--- config.mk ---
export PLATFORM = sky130hd
export DESIGN_NAME = gamecntl_mp
export DESIGN_NICKNAME = d
export VERILOG_FILES = /design/src/rtl/gamecntl_mp.sv
export SDC_FILE = /design/constraint.sdc
export NUM_CORES = 1
export LEC_CHECK = 0
export BUFFER_PORTS_ARGS = -buffer_cell sky130_fd_sc_hd__buf_2
export CAP_MARGIN = 10
export CORE_AREA = 2 2 86 88
export DETAILED_ROUTE_END_ITERATION = 12
export DIE_AREA = 0 0 88 90
export PLACE_DENSITY_LB_ADDON = 0.3
export RECOVER_POWER = 50
export SLEW_MARGIN = 20
export SYNTH_ARGS = -nofsm -noshare
export SYNTH_HDL_FRONTEND = slang
export SYNTH_SLANG_ARGS = --single-unit
--- constraint.sdc ---
create_clock -name CLK_DRV -period 3.4 [get_ports CLK_DRV]
set_clock_uncertainty 0.2 [all_clocks]
set_input_delay 0.51 -clock CLK_DRV [delete_from_list [all_inputs] [get_ports CLK_DRV]]
set_output_delay 0.51 -clock CLK_DRV [all_outputs]
set_load 0.005 [all_outputs]
--- src/rtl/gamecntl_mp.sv ---
// Multi-player game control for the pong core: coin/credits, start, serve delay and serve rotation.
// Optional GAMECNTL_FREE_PLAY_EN: start without credits, coin logic removed, CREDITS tied to 0.
module gamecntl_mp #(
  parameter int PLAYERS       = 2,
  parameter int CREDIT_W      = 4,
  parameter int MAX_CREDITS   = 9,
  parameter int SERVE_COUNTS  = 24428694,
  parameter int COIN_DEBOUNCE = 16
) (
  input  logic                CLK_DRV,
  input  logic                FPGA_RESET_N,
  input  logic                COIN_SW,
  input  logic                START_SW,
  input  logic                MISS_N,
  input  logic                STOP_G,
  input  logic [PLAYERS-1:0]  PAD,
  output logic                SRST,
  output logic                SRST_N,
  output logic                RST_SPEED,
  output logic                SERVE,
  output logic                SERVE_N,
  output logic                ATTRACT,
  output logic                ATTRACT_N,
  output logic [CREDIT_W-1:0] CREDITS,
  output logic [PLAYERS-1:0]  SERVER
);

  localparam int CNT_W = $clog2(SERVE_COUNTS + 1);
  localparam logic [PLAYERS-1:0] PLAYER0 = {{(PLAYERS-1){1'b0}}, 1'b1};

  typedef enum logic [2:0] {
    ST_ATTRACT     = 3'd0,
    ST_START       = 3'd1,
    ST_SERVE_WAIT  = 3'd2,
    ST_SERVE_READY = 3'd3,
    ST_PLAY        = 3'd4
  } state_t;

  state_t             state_r, state_nxt_s;
  logic [PLAYERS-1:0] server_r, server_nxt_s;
  logic [PLAYERS-1:0] pad_prev_r;
  logic [CNT_W-1:0]   dly_cnt_r;
  logic               start_prev_r;
  logic               start_rise_s;
  logic               credit_ok_s;
  logic               take_s;

  assign start_rise_s = START_SW & ~start_prev_r;
  assign take_s       = (state_r == ST_ATTRACT) & start_rise_s & credit_ok_s;

`ifdef GAMECNTL_FREE_PLAY_EN
  logic unused_coin_s;
  assign unused_coin_s = COIN_SW;
  assign credit_ok_s   = 1'b1;
  assign CREDITS       = {CREDIT_W{1'b0}};
`else
  localparam int DB_W = $clog2(COIN_DEBOUNCE + 1);

  logic [DB_W-1:0]     db_cnt_r;
  logic                coin_stable_r;
  logic                coin_prev_r;
  logic                coin_evt_s;
  logic [CREDIT_W-1:0] credits_r, credits_nxt_s;

  assign coin_evt_s  = coin_stable_r & ~coin_prev_r;
  assign credit_ok_s = (credits_r != {CREDIT_W{1'b0}});
  assign CREDITS     = credits_r;

  // Saturating credit update; coin and start in the same cycle cancel.
  always_comb begin
    credits_nxt_s = credits_r;
    if (coin_evt_s && !take_s) begin
      if (credits_r < CREDIT_W'(MAX_CREDITS)) begin
        credits_nxt_s = credits_r + CREDIT_W'(1);
      end else begin
        credits_nxt_s = credits_r;
      end
    end else if (take_s && !coin_evt_s) begin
      credits_nxt_s = credits_r - CREDIT_W'(1);
    end else begin
      credits_nxt_s = credits_r;
    end
  end

  // Coin debounce and credit register.
  always_ff @(posedge CLK_DRV) begin
    if (!FPGA_RESET_N) begin
      db_cnt_r      <= {DB_W{1'b0}};
      coin_stable_r <= 1'b0;
      coin_prev_r   <= 1'b0;
      credits_r     <= {CREDIT_W{1'b0}};
    end else begin
      coin_prev_r <= coin_stable_r;
      credits_r   <= credits_nxt_s;
      if (COIN_SW == coin_stable_r) begin
        db_cnt_r <= {DB_W{1'b0}};
      end else if (db_cnt_r == DB_W'(COIN_DEBOUNCE - 1)) begin
        db_cnt_r      <= {DB_W{1'b0}};
        coin_stable_r <= COIN_SW;
      end else begin
        db_cnt_r <= db_cnt_r + DB_W'(1);
      end
    end
  end
`endif

  // Next state and serving player; STOP_G beats every other event outside attract.
  always_comb begin
    state_nxt_s  = state_r;
    server_nxt_s = server_r;
    case (state_r)
      ST_ATTRACT: begin
        if (take_s) state_nxt_s = ST_START;
        else        state_nxt_s = ST_ATTRACT;
      end
      ST_START: begin
        if (STOP_G) begin
          state_nxt_s = ST_ATTRACT;
        end else begin
          state_nxt_s  = ST_SERVE_WAIT;
          server_nxt_s = PLAYER0;
        end
      end
      ST_SERVE_WAIT: begin
        if (STOP_G)                                      state_nxt_s = ST_ATTRACT;
        else if (dly_cnt_r == CNT_W'(SERVE_COUNTS - 1)) state_nxt_s = ST_SERVE_READY;
        else                                             state_nxt_s = ST_SERVE_WAIT;
      end
      ST_SERVE_READY: begin
        if (STOP_G)                                   state_nxt_s = ST_ATTRACT;
        else if (|(PAD & ~pad_prev_r & server_r))     state_nxt_s = ST_PLAY;
        else                                          state_nxt_s = ST_SERVE_READY;
      end
      ST_PLAY: begin
        if (STOP_G) begin
          state_nxt_s = ST_ATTRACT;
        end else if (!MISS_N) begin
          state_nxt_s  = ST_SERVE_WAIT;
          server_nxt_s = {server_r[PLAYERS-2:0], server_r[PLAYERS-1]};
        end else begin
          state_nxt_s = ST_PLAY;
        end
      end
      default: begin
        state_nxt_s  = ST_ATTRACT;
        server_nxt_s = PLAYER0;
      end
    endcase
  end

  // State, serve-delay counter and edge-detect registers.
  always_ff @(posedge CLK_DRV) begin
    if (!FPGA_RESET_N) begin
      state_r      <= ST_ATTRACT;
      server_r     <= PLAYER0;
      dly_cnt_r    <= {CNT_W{1'b0}};
      start_prev_r <= 1'b0;
      pad_prev_r   <= {PLAYERS{1'b0}};
    end else begin
      state_r      <= state_nxt_s;
      server_r     <= server_nxt_s;
      start_prev_r <= START_SW;
      pad_prev_r   <= PAD;
      if (state_r != ST_SERVE_WAIT) begin
        dly_cnt_r <= {CNT_W{1'b0}};
      end else if (dly_cnt_r != CNT_W'(SERVE_COUNTS)) begin
        dly_cnt_r <= dly_cnt_r + CNT_W'(1);
      end else begin
        dly_cnt_r <= dly_cnt_r;
      end
    end
  end

  assign ATTRACT   = (state_r == ST_ATTRACT);
  assign ATTRACT_N = ~ATTRACT;
  assign SRST      = (state_r == ST_START);
  assign SRST_N    = ~SRST;
  assign RST_SPEED = (state_r == ST_START) | (state_r == ST_SERVE_WAIT);
  assign SERVE     = (state_r == ST_PLAY);
  assign SERVE_N   = ~SERVE;
  assign SERVER    = server_r;

endmodule
==> flow_metrics.py, run 1 <==
metrics = {
    "status": {
        "status": "completed",
    },
    "synthesis": {
        "ys_seq_area_share_pct": 39.7,
        "syn_nets": 277,
        "synth-edff-count": 0,
        "yosysTopAreaCell": "dfxtp_1",
        "synth-seq-cells": 44,
        "synthTopCellsByArea": "dfxtp_1, xnor2_1, nor2_1",
        "synth_area_sq_um": 2220,
        "async_reset_ff_share_pct": 0,
        "synth.distinct_cells": 48,
        "ys_warn_count": 0,
        "synth_top_area_share_pct": 39.7,
        "netlist_instances": 261,
        "synth-main-ff-cell": "dfxtp_1",
        "avgSynthCellArea_sq_um": 8.51,
    },
    "clock_network": {
        "clk_path_buf_depth": 2,
        "path_clk_slew_ps": 80,
        "htree_levels": 2,
        "hold_buffers": 0,
        "postCtsSetupBuffers": 0,
        "cts_tree": "yes",
        "clock-root-buffer": "clkbuf_8",
        "clock-sinks": 44,
        "cts-buffers-inserted": 5,
        "clk_latency_ps": 300,
        "post_cts_resized": 0,
    },
    "floorplanning": {
        "io_pins": 21,
        "core_sq_um": 7020,
        "die_w_um": 88,
        "die_area_sq_um": 7920,
        "start_util_pct": 31.6,
        "dieHeight_um": 90,
        "rows": 31,
    },
    "worst_setup_path": {
        "path_class": "reg -> reg",
        "endpoint_kind": "flip-flop",
        "critPathLaunchType": "flip-flop",
        "slowest_delay_ps": 410,
        "crit_chain": "or3_1 -> o211ai_1 -> nand2_1 -> ha_1 -> a21oi_1 -> nand2_1 -> nor2b_1 -> o311a_1",
        "crit_buf_inv": 0,
        "critPathArrivalTime_ps": 2560,
        "crit_slowest_cell": "or3_1",
        "critPathMaxFanout": 6,
        "cp_top_family": "simple AND/OR/NAND/NOR gates",
        "crit_path_frequent_cell": "nand2_1",
        "required_ps": 3390,
    },
    "timing": {
        "fin_setup_tns_ps": 0,
        "relSlewSlack_pct": 24.1,
        "hold_viol": 0,
        "worstMarginPinSlew_ps": 1140,
        "period_share_pct": 75.6,
        "fin_ws_ps": 831,
        "period_needed_ps": 2570,
        "rsz0062_at_grt": "false",
        "fmax_ghz": 0.389,
        "drv_slew": 0,
        "setup_viol": 0,
    },
    "routing": {
        "antenna_left": 0,
        "routed_wl_um": 4310,
        "first_iter_violations": 68,
        "vias": 1796,
        "drc_errors": 0,
        "wl_per_cell_um": 11.3,
        "first_pass_iters": 4,
        "viasPerCell": 4.69,
    },
    "pwr": {
        "ir_drop_v": 0.000223,
        "leakage_nw": 0.823,
        "p_per_area_nw_per_um2": 518,
    },
    "global_routing": {
        "grt_max_degree": 26,
        "first_global_vias": 1725,
        "overflow": 0,
        "grt_usage_pct": 11.8,
        "antenna_found_initial": 0,
        "grt_pass1_wl_um": 7680,
    },
    "placed_design": {
        "place_hpwl_um": 3070,
        "portBuffers": 20,
        "post-place-ws_ps": 842,
        "gp_congestion": 0.797,
    },
    "finish": {
        "area.sequential_sq_um": 881,
        "nets": 299,
        "diodes": 0,
        "nFillCells": 730,
        "multi_input_area_sq_um": 1250,
        "areaGrowthSynthToFinish_pct": 14.3,
        "drive_gt1_share_pct": 11.3,
    },
    "flow_run": {
        "maxCapViolations": 0,
    },
    "min_path": {
        "min_path_type": "in -> reg",
    },
}
-- Yosys cell counts (2+ instances only) --
cell type and number:
dfxtp_1 44, nor2_1 32, nand2_1 19, nand3_1 17, inv_1 15, xnor2_1 14, a21oi_1 12, xor2_1 8
ha_1 7, and2_1 6, nand2b_1 6, nor3_1 6, o21ai_1 6, nand4_1 5, nor2b_1 5, or3_1 5
and3_1 4, clkbuf_1 4, nand3b_1 4, nor4_1 4, nor4b_1 4, o31ai_1 3, mux2i_1 2, nor4_2 2
o211ai_1 2, o21ai_0 2, or4_1 2
-- cells by family after synthesis --
logic type / synth area share [%]
compound gates: 9.86
xor+xnor: 8.68
fa+ha+maj: 4.84
buf+inv: 4.11
flops: 39.7
mux: 0.901
simple gates: 31.9
-- metal layers --
layer / track usage [%] / wire [um]
met5: 0 / 0
met4: 4.23 / 72
met3: 2.48 / 102
met2: 18.4 / 1960
met1: 16.1 / 2180
-- through the flow --
| stage | util (%) | cells | hold slack [ps] | total power [mW] | instance area (sq um) |
|---|---|---|---|---|---|
| CTS | 36.3 | 383 | 220 | 1.34 | 2550 |
| finish | 36.1 | 383 | 231 | 1.31 | 2540 |
| floorplan | - | 261 | 218 | 0.802 | 2220 |
| global placement | 34.5 | 375 | 232 | 0.892 | 2420 |
| detailed placement | 34.5 | 375 | 260 | 0.893 | 2420 |
| global route | 36.1 | 383 | 231 | 1.40 | 2540 |
-- final cells by class --
type                       instances  area share [%]
clock buffer                       7            3.80
clock inverter                     1            1.18
multi-input combinational        195            49.2
tap                               99            4.88
inverter                          16            2.37
timing repair buffer              21            3.85
sequential                        44            34.7
-- flip-flops by register name, summed over array words and instances (netlist names) --
signal / count
CREDITS: 4
SERVER: 2
coin_prev_r: 1
coin_stable_r: 1
db_cnt_r: 5
dly_cnt_r: 25
pad_prev_r: 2
start_prev_r: 1
state_r: 3
-- cells in the final DEF, fill, tap and decap left out, types with 7 or more instances in the layout --
cell	Yosys	layout
nor2_1	32	32
a21oi_1	12	12
xor2_1	8	8
buf_2	1	15
inv_1	15	15
xnor2_1	14	14
ha_1	7	7
clkbuf_8	0	7
nand3_1	17	17
dfxtp_1	44	44
nand2_1	19	19
-- path summary, 6_finish.rpt --
check | startpoint | end | slack [ps] | cells past startpoint
worst max-delay path | CREDITS[0]$_SDFFE_PN0P_ | CREDITS[3]$_SDFFE_PN0P_ | 830 | 8
worst min-delay path | PAD[1] | pad_prev_r[1]$_SDFF_PN0_ | 230 | 2
worst max register to register | CREDITS[0]$_SDFFE_PN0P_ | CREDITS[3]$_SDFFE_PN0P_ | 830 | 8
worst min register to register | db_cnt_r[0]$_SDFF_PP0_ | db_cnt_r[0]$_SDFF_PP0_ | 260 | 1
-- power breakdown --
part / internal, mW / leakage [nW] / switching, mW
sequential: 0.544 / 0.356 / 0.0404
clock: 0.259 / 0.0645 / 0.179
combinational: 0.129 / 0.403 / 0.162
total: 0.933 / 0.823 / 0.381
Note: power is estimated with default switching activity, not from simulation.
==> run 2: changes to the inputs <==
clock period = 2.5 ns   (was 3.4 ns; I/O delays follow)
==> run 2 against run 1 <==
  * Sequential power grew 32%
  * Largest power group unchanged
  * Core utilization up 0.59 points
  * Global-route usage grew 0.43 points
  * First-iteration DRC count down 1.5%
  * Combinational power grew 64%
  * Via count grew 3.6%
  * Power up 30%
  * Hold slack lost 130 ps
  * Register-to-register slack worse by 710 ps
==> flow_metrics.py, run 2 (same netlist as run 1, synthesis figures left out) <==
metrics = {
    "status": {
        "status": "completed",
    },
    "worst_setup_path": {
        "endpoint": "CREDITS[3]$_SDFFE_PN0P_",
        "critPathMaxFanout": 4,
        "endpoint_kind": "flip-flop",
        "crit_start": "CREDITS[0]$_SDFFE_PN0P_",
        "reg2reg_depth": 8,
        "r2r_start": "CREDITS[0]$_SDFFE_PN0P_",
        "rrSetupSlack_ps": 120,
        "critPathLaunchType": "flip-flop",
        "critPathArrivalTime_ps": 2370,
        "required_ps": 2480,
        "path_class": "reg -> reg",
        "r2r_end": "CREDITS[3]$_SDFFE_PN0P_",
    },
    "finish": {
        "diodes": 0,
        "drive_gt1_share_pct": 14.3,
        "mostFrequentLayoutCells": "dfxtp_1, nor2_1, nand2_1, buf_2, nand3_1",
        "layout_commonest_cell": "dfxtp_1",
        "finalInstanceArea_sq_um": 2580,
        "nets": 308,
        "largest_reg_flops": 25,
        "fin_util_pct": 36.7,
        "regMostFlops": "dly_cnt_r",
        "areaGrowthSynthToFinish_pct": 16.1,
        "finalNonFillerCells": 392,
        "nFillCells": 729,
    },
    "pwr": {
        "p_seq_share_pct": 45.1,
        "p_switching_uw": 525,
        "p_int_mw": 1.18,
        "power.share.clock_pct": 27.0,
        "sw_frac_of_total_pct": 30.8,
        "p_per_area_nw_per_um2": 662,
        "pwr-share-comb_pct": 27.9,
        "leakage_nw": 0.853,
        "ir_drop_v": 0.000277,
    },
    "floorplanning": {
        "rows": 31,
        "dieHeight_um": 90,
        "die_w_um": 88,
        "die_area_sq_um": 7920,
        "io_pins": 21,
        "core_sq_um": 7020,
        "start_util_pct": 31.6,
    },
    "placed_design": {
        "place_hpwl_um": 3170,
        "dpl.cell_count": 382,
        "portBuffers": 20,
        "post-place-ws_ps": 47.8,
        "dpl_cell_area_sq_um": 2470,
        "gp_congestion": 0.817,
    },
    "timing": {
        "period_share_pct": 95.3,
        "drv_slew": 0,
        "period_needed_ps": 2380,
        "setup_viol": 0,
        "hold_viol": 0,
        "relSlewSlack_pct": 25.3,
        "worstMarginPinSlew_ps": 1120,
        "fmax_ghz": 0.420,
        "fin_ws_ps": 118,
    },
    "clock_network": {
        "clk_path_buf_depth": 2,
        "path_clk_slew_ps": 80,
        "clk_latency_ps": 300,
        "hold_buffers": 0,
        "clock-sinks": 44,
        "cts-buffers-inserted": 5,
        "clock-root-buffer": "clkbuf_8",
        "cts_tree": "yes",
        "htree_levels": 2,
    },
    "min_path": {
        "min_path_type": "in -> reg",
        "hold_depth": 2,
    },
    "global_routing": {
        "grt_usage_pct": 12.3,
        "antenna_found_initial": 0,
        "grt_pass1_wl_um": 7910,
        "overflow": 0,
        "first_global_vias": 1701,
        "grt_max_degree": 25,
    },
    "routing": {
        "viasPerCell": 4.74,
        "vias": 1860,
        "first_pass_iters": 4,
        "first_iter_violations": 67,
        "drc_errors": 0,
        "wl_per_cell_um": 11.3,
        "antenna_left": 0,
        "routed_wl_um": 4430,
    },
    "flow_run": {
        "maxCapViolations": 0,
    },
}
## run 2: stage by stage
step | power, mW | setup TNS, ps | hold slack, ps
global route | 1.84 | -11.4 | 93.9
CTS | 1.74 | 0 | 85.5
finish | 1.71 | 0 | 104
floorplan | 1.09 | 0 | 218
global placement | 1.26 | 0 | 235
detailed placement | 1.26 | 0 | 241
## run 2: how the worst min path moves through the flow
stage | startpoint | end | slack [ps]
finish | PAD[0] | pad_prev_r[0]$_SDFF_PN0_ | 100
global route | PAD[0] | pad_prev_r[0]$_SDFF_PN0_ | 90
CTS | PAD[1] | pad_prev_r[1]$_SDFF_PN0_ | 90
detailed placement | db_cnt_r[0]$_SDFF_PP0_ | db_cnt_r[0]$_SDFF_PP0_ | 240
global placement | db_cnt_r[0]$_SDFF_PP0_ | db_cnt_r[0]$_SDFF_PP0_ | 230
floorplan | db_cnt_r[0]$_SDFF_PP0_ | db_cnt_r[0]$_SDFF_PP0_ | 220
## run 2: area by class of cell
cell class	count	area, sq um	area share (%)
multi-input combinational	195	1260	48.9
clock inverter	1	7.51	0.291
timing repair buffer	30	159	6.16
clock buffer	7	86.3	3.35
sequential	44	881	34.2
tap	99	124	4.80
inverter	16	60.1	2.33
## run 2: what timing repair did
| action | CTS | global route |
|---|---|---|
| gates resized for setup | 0 | 1 |
| buffers inserted | 0 | 2 |
| setup endpoints to repair | 0 | 1 |
## run 2: per-layer routing
| layer | vias up | share of wire [%] | global-route usage, % |
|---|---|---|---|
| met5 | - | 0 | 0 |
| li1 | 966 | - | - |
| met2 | 13 | 46 | 17.7 |
| met1 | 876 | 50 | 17.6 |
| met3 | 5 | 2.2 | 3.03 |
| met4 | 0 | 1.5 | 4.23 |
## run 2: critical path: stages (launching register included)
cell and delay (ps):
dfxtp_1 310, or3_1 380, o211ai_1 230, nand2_1 160, ha_4 250, a21oi_1 150
nand2_1 110, nor2b_1 140, o311a_1 330
## run 2: power by group through the flow
stage	registers [mW]	clock network (mW)	logic, mW
after floorplan	0.807	0	0.284
after global placement	0.784	0	0.473
after detailed placement	0.786	0	0.475
after CTS	0.769	0.488	0.482
after global routing	0.775	0.517	0.546
final	0.769	0.461	0.476
